**config.mk**
```make
export PLATFORM = sky130hd
export DESIGN_NAME = seq_det_scheduler
export DESIGN_NICKNAME = d
export VERILOG_FILES = /design/src/rtl/seq_det_pkg.sv /design/src/rtl/pattern_det_core.sv /design/src/rtl/seq_det_scheduler.sv
export SDC_FILE = /design/constraint.sdc
export NUM_CORES = 1
export LEC_CHECK = 0
export BUFFER_PORTS_ARGS = -buffer_cell sky130_fd_sc_hd__buf_2
export CAP_MARGIN = 10
export CORE_ASPECT_RATIO = 1.1
export CORE_UTILIZATION = 45
export CTS_CLUSTER_DIAMETER = 40
export DETAILED_ROUTE_END_ITERATION = 8
export PLACE_DENSITY = 0.78
export SETUP_SLACK_MARGIN = 0.2
export SLEW_MARGIN = 15
export SYNTH_ARGS = -nofsm -noshare
export SYNTH_HDL_FRONTEND = slang
export SYNTH_SLANG_ARGS = --single-unit
```
**constraint.sdc**
```tcl
create_clock -name clk -period 1.8 [get_ports clk]
set_input_delay 0.36 -clock clk [delete_from_list [all_inputs] [get_ports clk]]
set_output_delay 0.36 -clock clk [all_outputs]
set_load 0.01 [all_outputs]
```
**src/rtl/seq_det_pkg.sv**
```systemverilog
// seq_det_pkg: shared constants and types for the sequence-detector scheduler.
//   BYTE_W       - width of one requester byte
//   DEF_PAT_LEN  - default detected pattern length
//   DEF_PATTERN  - default pattern, first-received bit in MSB
//   sched_state_e - scheduler FSM states
package seq_det_pkg;

  localparam int unsigned BYTE_W      = 8;
  localparam int unsigned DEF_PAT_LEN = 4;
  localparam logic [DEF_PAT_LEN-1:0] DEF_PATTERN = 4'b1101;

  typedef enum logic [1:0] {
    IDLE   = 2'd0,
    LOAD   = 2'd1,
    SHIFT  = 2'd2,
    RESULT = 2'd3
  } sched_state_e;

endpackage

```
**src/rtl/pattern_det_core.sv**
```systemverilog
// pattern_det_core: non-overlapping Moore pattern detector.
// Ports:
//   clk        in  clock, posedge
//   reset      in  synchronous active-high reset
//   clr        in  return to the empty-prefix state (frame start)
//   en         in  advance the detector by one bit
//   bit_in     in  serial input bit
//   match_next out high when this enabled bit completes the pattern
module pattern_det_core
  import seq_det_pkg::*;
#(
  parameter int unsigned           PAT_LEN = DEF_PAT_LEN,
  parameter logic [PAT_LEN-1:0]    PATTERN = DEF_PATTERN
) (
  input  logic clk,
  input  logic reset,
  input  logic clr,
  input  logic en,
  input  logic bit_in,
  output logic match_next
);

  localparam int unsigned LEN_W = $clog2(PAT_LEN);

  // State is the bits received since the last clear or match plus how many
  // of them are valid; equivalent to the prefix automaton for a fixed-length
  // pattern, and a match empties it so no bit is reused.
  logic [PAT_LEN-2:0] hist_q, hist_d;
  logic [LEN_W-1:0]   fill_q, fill_d;
  logic [PAT_LEN-1:0] window;
  logic               full;

  assign window     = {hist_q, bit_in};
  assign full       = (fill_q == LEN_W'(PAT_LEN - 1));
  assign match_next = en && full && (window == PATTERN);

  always_comb begin
    hist_d = hist_q;
    fill_d = fill_q;
    if (clr) begin
      hist_d = '0;
      fill_d = '0;
    end else if (en) begin
      if (match_next) begin
        hist_d = '0;
        fill_d = '0;
      end else begin
        hist_d = window[PAT_LEN-2:0];
        if (!full) fill_d = fill_q + 1'b1;
      end
    end
  end

  always_ff @(posedge clk) begin
    if (reset) begin
      hist_q <= '0;
      fill_q <= '0;
    end else begin
      hist_q <= hist_d;
      fill_q <= fill_d;
    end
  end

endmodule

```
**src/rtl/seq_det_scheduler.sv**
```systemverilog
// seq_det_scheduler: shares one pattern detector between NUM_REQ byte-stream
// requesters, arbitrated round-robin per frame, and reports per-frame match
// counts over a valid/ready handshake.
// Ports:
//   clk, reset           clock and synchronous active-high reset
//   req_valid/req_data/req_last/req_ready  per-requester byte stream
//                        (requester i owns req_data[8i+7:8i])
//   res_valid/res_ready  frame-result handshake
//   res_id, res_count    requester index and match count of the frame
//   busy                 FSM not in IDLE
module seq_det_scheduler
  import seq_det_pkg::*;
#(
  parameter int unsigned        NUM_REQ = 4,
  parameter int unsigned        PAT_LEN = DEF_PAT_LEN,
  parameter logic [PAT_LEN-1:0] PATTERN = DEF_PATTERN,
  parameter int unsigned        CNT_W   = 8
) (
  input  logic                        clk,
  input  logic                        reset,
  input  logic [NUM_REQ-1:0]          req_valid,
  input  logic [BYTE_W*NUM_REQ-1:0]   req_data,
  input  logic [NUM_REQ-1:0]          req_last,
  output logic [NUM_REQ-1:0]          req_ready,
  output logic                        res_valid,
  input  logic                        res_ready,
  output logic [$clog2(NUM_REQ)-1:0]  res_id,
  output logic [CNT_W-1:0]            res_count,
  output logic                        busy
);

  localparam int unsigned ID_W = $clog2(NUM_REQ);

  sched_state_e      state_q, state_d;
  logic [ID_W-1:0]   grant_q, grant_d;
  logic [ID_W-1:0]   last_grant_q, last_grant_d;
  logic [BYTE_W-1:0] byte_q, byte_d;
  logic              last_q, last_d;
  logic [2:0]        bit_idx_q, bit_idx_d;
  logic [CNT_W-1:0]  count_q, count_d;

  logic              det_clr, det_en, det_match;
  logic [ID_W-1:0]   pick;
  logic              pick_found;
  logic              sel_valid, sel_last;
  logic [BYTE_W-1:0] sel_byte;

  pattern_det_core #(
    .PAT_LEN (PAT_LEN),
    .PATTERN (PATTERN)
  ) u_det (
    .clk        (clk),
    .reset      (reset),
    .clr        (det_clr),
    .en         (det_en),
    .bit_in     (byte_q[bit_idx_q]),
    .match_next (det_match)
  );

  // Round-robin pick: first valid requester after last_grant, with wrap.
  always_comb begin
    pick       = last_grant_q;
    pick_found = 1'b0;
    for (int unsigned k = 1; k <= NUM_REQ; k++) begin
      int unsigned cand;
      cand = (int'(last_grant_q) + k) % NUM_REQ;
      if (!pick_found && req_valid[ID_W'(cand)]) begin
        pick_found = 1'b1;
        pick       = ID_W'(cand);
      end
    end
  end

  // Granted requester's stream and the ready fan-out.
  always_comb begin
    sel_valid = 1'b0;
    sel_last  = 1'b0;
    sel_byte  = '0;
    req_ready = '0;
    for (int unsigned i = 0; i < NUM_REQ; i++) begin
      if (ID_W'(i) == grant_q) begin
        sel_valid    = req_valid[i];
        sel_last     = req_last[i];
        sel_byte     = req_data[i*BYTE_W +: BYTE_W];
        req_ready[i] = (state_q == LOAD);
      end
    end
  end

  always_comb begin
    state_d      = state_q;
    grant_d      = grant_q;
    last_grant_d = last_grant_q;
    byte_d       = byte_q;
    last_d       = last_q;
    bit_idx_d    = bit_idx_q;
    count_d      = count_q;
    det_clr      = 1'b0;
    det_en       = 1'b0;
    unique case (state_q)
      IDLE: begin
        if (pick_found) begin
          grant_d = pick;
          det_clr = 1'b1;
          count_d = '0;
          state_d = LOAD;
        end
      end
      LOAD: begin
        if (sel_valid) begin
          byte_d    = sel_byte;
          last_d    = sel_last;
          bit_idx_d = 3'd7;
          state_d   = SHIFT;
        end
      end
      SHIFT: begin
        det_en = 1'b1;
        if (det_match && (count_q != '1)) count_d = count_q + 1'b1;
        if (bit_idx_q == 3'd0) state_d = last_q ? RESULT : LOAD;
        else                   bit_idx_d = bit_idx_q - 3'd1;
      end
      RESULT: begin
        if (res_ready) begin
          last_grant_d = grant_q;
          state_d      = IDLE;
        end
      end
      default: state_d = IDLE;
    endcase
  end

  always_ff @(posedge clk) begin
    if (reset) begin
      state_q      <= IDLE;
      grant_q      <= '0;
      last_grant_q <= ID_W'(NUM_REQ - 1);
      byte_q       <= '0;
      last_q       <= 1'b0;
      bit_idx_q    <= '0;
      count_q      <= '0;
    end else begin
      state_q      <= state_d;
      grant_q      <= grant_d;
      last_grant_q <= last_grant_d;
      byte_q       <= byte_d;
      last_q       <= last_d;
      bit_idx_q    <= bit_idx_d;
      count_q      <= count_d;
    end
  end

  assign res_valid = (state_q == RESULT);
  assign res_id    = grant_q;
  assign res_count = count_q;
  assign busy      = (state_q != IDLE);

endmodule

```
Word level (Yosys, flattened, before mapping)
Index checks and enable logic that the tools add are counted.

storage, ports and cells
  register bits = 31
  bits in latches = 0
  RAM bits = 0
  bits in read-only memories = 0
  input port bits = 43
  logic and storage cells = 112
  memories = 0

operators by class
  $add $sub $neg = 7
  multiply operators = 0
  div/mod/pow operators = 0
  $lt $le $gt $ge = 5
  equality and inequality tests = 16
  shift operators = 0
  multiplexer cells = 52
  bitwise operators = 0
  reductions and logical operators = 23

operator list
  operator                                                               number
  8-bit 2-to-1 mux                                                       6
  1-bit 2-to-1 mux                                                       24
  2-bit 2-to-1 mux                                                       11
  8-bit case mux with 2 select lines                                     1
  2-bit by 3-bit < comparator with 1-bit output (second input constant)  4
  2-bit != test (second input constant)                                  6
  3-bit 2-to-1 mux                                                       3
  8-bit by 1-bit adder with 8-bit output (second input constant)         1
  1-bit binary-select mux with 2-bit select                              4
  8-bit != test (second input constant)                                  1
  2-bit case mux with 4 select lines                                     1
  2-bit AND reduction                                                    4
  2-bit by 1-bit adder with 2-bit output (second input constant)         3
  2-bit equality test (second input constant)                            3
  1-bit logical AND                                                      6
  3-bit case mux with 2 select lines                                     1
  3-bit AND reduction                                                    2
  2-bit nonzero test                                                     3
  2-bit adder (second input constant)                                    2
  2-bit equality test (first input constant)                             2
  4-bit equality test (second input constant)                            1
  2-bit logical NOT                                                      2
  3-bit by 4-bit < comparator with 1-bit output (second input constant)  1
  4-bit AND reduction                                                    1
  8 further kinds                                                        10

Logic depth before layout (Yosys ltp)
  depth in word-level cells = 16
  depth in mapped cells = 7
  gate-level depth less buffers = 6

Modules after synthesis
From an unflattened synthesis, not the netlist that was laid out.

unflattened totals
  cells, all modules = 195
  area total of the unflattened synthesis = 1998.2 µm²

modules (own cells, without submodules)
  module             times used  cells each  area each (µm²)  seq. area each (µm²)
  seq_det_scheduler  1           167         1730.4           520.5
  pattern_det_core   1           28          267.8            100.1

Least setup slack after synthesis
Ideal clock, no wire load.

  kind = flip-flop to flip-flop
  from = register count_q[0] (netlist: res_count[0])
  to = register count_q[6] (netlist: res_count[6])
  setup time = 0.059 ns
  data arrival time = 1.843 ns
  setup slack = -0.102 ns
  stages on the path, launching flop included = 8
  buffers on the path = 1
  cells stage by stage = dfxtp_1 ha_1 and3_2 a311oi_4 nand2_2 buf_6 or4_1 nand2_1

on the way
  word-level cells in the longest chain between the ends = 4

ends and longest elaborated chain
  what                                                                            line                      source
  start: declaration                                                              seq_det_scheduler.sv:40   logic [CNT_W-1:0] count_q, count_d;
  start signal: assignment                                                        seq_det_scheduler.sv:149  count_q <= count_d;
  branches (longest 4 deep; another with 8-bit by 1-bit adder with 8-bit output)  -

Parallel ways; which one is timed is not known. The select of a mux whose other input is x is not followed.
A chain may end at the register's enable or synchronous reset.

Worst setup path after layout
  from = register bit_idx_q[0]
  to = register count_q[1] (netlist: res_count[1])

on the way
  word-level cells in the longest chain between the ends = 7

ends and longest elaborated chain
  what                                       line                      source
  start: declaration                         seq_det_scheduler.sv:39   logic [2:0] bit_idx_q, bit_idx_d;
  start signal: assignment                   seq_det_scheduler.sv:148  bit_idx_q <= bit_idx_d;
  1-bit binary-select mux with 3-bit select  seq_det_scheduler.sv:56   .bit_in (byte_q[bit_idx_q]),
  1-bit 2-to-1 mux (not written as such)     seq_det_scheduler.sv:56
  4-bit equality test                        pattern_det_core.sv:35    assign match_next = en && full && (window == PATTERN);
  1-bit logical AND                          pattern_det_core.sv:35
  1-bit logical AND                          seq_det_scheduler.sv:119  if (det_match && (count_q != '1)) count_d = count_q + 1'b1;
  2-bit != test (no source line)             -
  3-bit AND reduction (no source line)       -

Every way passes these cells. The select of a mux whose other input is x is not followed.

==> out/summary.txt <==
Ant. Diodes - 0
post-synth top area cell - dfxtp_1
CP arrival - 1.96 ns
unrepaired setup endpoints after global routing - yes
first-pass GRT wire length - 7870 um
Synth Cell Area - 0.00190 sq mm
total CTS buffers - 5
DIE AREA - 0.00448 sq mm
total track usage - 0.227
Design Area, Final - 0.00265 sq mm
total power - 0.00179 W
pre-CTS WS - -0.0630 ns
top cells by area, synth - dfxtp_1 (33%), mux4_2 (14%), mux2i_1 (9.0%)
Worst Skew - 0.00871 ns
Initial DRT Pass Iterations - 6
H-tree depth - 2
FF/Latch Area - 636 sq um
Gate power share - 0.279
largest net degree at the start of global routing - 19
WS Path Type - reg2reg
syn avg cell area - 9.89 sq um
non-filler cells, final - 329
library cells used by synthesis - 45
Clk network pwr share - 0.296
Worst-path clk slew - 0.07 ns
Leak - 1.20 nW
status - complete, no violations
DR iter-0 viols - 85
Hold Slack - 0.408 ns
I/O Buffers - 58
crit share post-route - 0.989
FMAX - 562 MHz
via/cell ratio - 5.47
Slew Viols, Final - 0
GRT Residual Overflow - 0
placed insts - 313
Crit Path Max Fanout - 8
DP HPWL - 3400 um
CTS root buf - clkbuf_8
Yosys reg bits - 31
FP Rows - 24
Setup crit end kind - flip-flop
final wirelength - 4680 um
peak supply drop - 0.446 mV
switching power - 0.000518 W
GP Congestion - 0.834
R2R Setup Slk - 0.02 ns
fraction of layout instances using a drive strength above 1 - 0.527
Seq/Total Area, Yosys - 0.327
DR DRC count - 0
antenna violations before repair - 0
final hold vios - 0
Synth async-reset ratio - 0
CTS max path bufs - 2
Core Region - 0.00399 sq mm
power per cell area - 675 mW/mm^2
Post-Syn Instances - 192
TritonCTS clock tree - built
worst skew pair latency - 0.29 ns
Tmin final - 1.78 ns
YS warnings - 0
setup violators final - 0
Post-synth top flop - dfxtp_1
via count - 1799
Initial Utilization - 0.475
worst slew pin tran - 0.371 ns
Flop pwr share - 0.426
vias in the first global route - 1806
clk sinks - 31
hold_buf cts - 0
crit start category - flip-flop
setup ws final - 0.0199 ns
hold crit path type - in2reg
max-capacitance violation count - 0
filler instances - 332
Die X - 63.9 um
cell internal pwr - 0.00127 W
relative slew slack - 0.752
Yosys top cell area share - 0.327
Layout area overhead - 39.8%
placed cell area - 0.00239 sq mm
IO Count - 59
area of the multi-input gates - 0.00132 sq mm
final antenna-violating net count - 0
Post-synth EDFFs - 0
CP required - 1.98 ns
post-synth net total - 239
routed len/inst - 14.2 um
fin nets - 323
Die H - 70.1 um
Switching Share - 0.289
## metal layers
metal / vias up / track usage / part of all wire
met4: 0 / 0.0960 / 0.010
met5: - / 0 / 0
li1: 876 / - / -
met2: 55 / 0.408 / 0.53
met1: 864 / 0.261 / 0.41
met3: 4 / 0.0376 / 0.048
## power groups by stage
| stage | clock network, W | logic (W) | registers (W) |
|---|---|---|---|
| after floorplan | 0 | 0.000319 | 0.000762 |
| after global placement | 0 | 0.000437 | 0.000769 |
| after detailed placement | 0 | 0.000451 | 0.000772 |
| after CTS | 0.000539 | 0.000483 | 0.000761 |
| after global routing | 0.000572 | 0.000541 | 0.000767 |
| final | 0.000530 | 0.000500 | 0.000763 |
## worst max-delay path: stages, from the launching register on
cell and delay, ns:
dfxtp_4 0.42, mux2_4 0.31, mux4_2 0.56, nand2_4 0.14
mux2i_1 0.18, nor2_1 0.06
## cells by family (layout without fill, tap and decap cells)
| group | after synthesis | in the layout | share of synthesized area |
|---|---|---|---|
| AND/OR/NAND/NOR | 74 | 75 | 0.207 |
| multiplexers | 33 | 33 | 0.256 |
| AO/OA/AOI/OAI | 31 | 31 | 0.121 |
| flip-flops | 31 | 31 | 0.327 |
| buffers and inverters | 15 | 99 | 0.0448 |
| adder cells (fa/ha/maj) | 4 | 4 | 0.0264 |
| XOR/XNOR | 4 | 4 | 0.0185 |
## flip-flops by register name, indices dropped and copies added, names as in the netlist
name	flops
last_q	1
res_count	8
state_q	2
u_det.hist_q	3
u_det.fill_q	2
last_grant_q	2
res_id	2
byte_q	8
bit_idx_q	3
## cell usage after synthesis (2+ instances only)
cell type	count
dfxtp_1	31
nor2_1	26
mux2i_1	17
mux4_2	12
nand2_1	12
a21oi_1	10
o21ai_0	7
buf_2	5
nand3_1	5
nor2b_1	5
and3_1	4
ha_1	4
inv_1	4
a211oi_1	3
and3_2	3
buf_6	3
mux2_1	3
xnor2_1	3
a22o_1	2
buf_1	2
nand2b_1	2
nor3_1	2
o211ai_1	2
o221ai_1	2
or2_2	2
or4_1	2
## area by class of cell
class,count,share of cell area
Clock buffer,7,0.0288
Clock inverter,1,0.00189
Inverter,4,0.00566
Multi-Input combinational cell,147,0.499
Sequential cell,31,0.240
Tap cell,52,0.0245
Timing Repair Buffer,87,0.201
## worst paths after layout
path	startpoint	end	cells past startpoint
hold reg to reg	u_det.hist_q[2]	u_det.hist_q[2]	2
hold / removal	res_ready	state_q[0]	4
setup / recovery	bit_idx_q[0]	res_count[1]	5
setup reg to reg	bit_idx_q[0]	res_count[1]	5
## metrics by stage
| stage | setup TNS, ns | util |
|---|---|---|
| after CTS | 0 | 0.646 |
| final | 0 | 0.664 |
| after detailed placement | -0.308 | 0.598 |
| after global placement | -0.0194 | 0.598 |
| after floorplan | 0 | - |
| after global routing | -0.0185 | 0.664 |
## placed cells by master, fill, tap and decap left out, types with 3 or more instances in the layout
cell	instances
a211oi_1	3
a21oi_1	8
and3_1	3
and3_4	3
buf_2	57
buf_4	24
buf_6	6
clkbuf_8	5
dfxtp_1	23
dfxtp_2	6
inv_1	4
mux2_4	4
mux2i_1	15
mux4_2	12
nand2_1	11
nand3_1	5
nor2_1	24
nor2b_1	4
o21ai_0	6
## repair_timing
| item | CTS | global route |
|---|---|---|
| gates cloned | 1 | 0 |
| setup buffers | 5 | 2 |
| pin swaps | 12 | 12 |
| resized for setup | 18 | 15 |
| endpoints found under the setup margin | 14 | 17 |
| endpoints found under the hold margin | 0 | 0 |
Note: power is estimated with default switching activity, not from simulation.
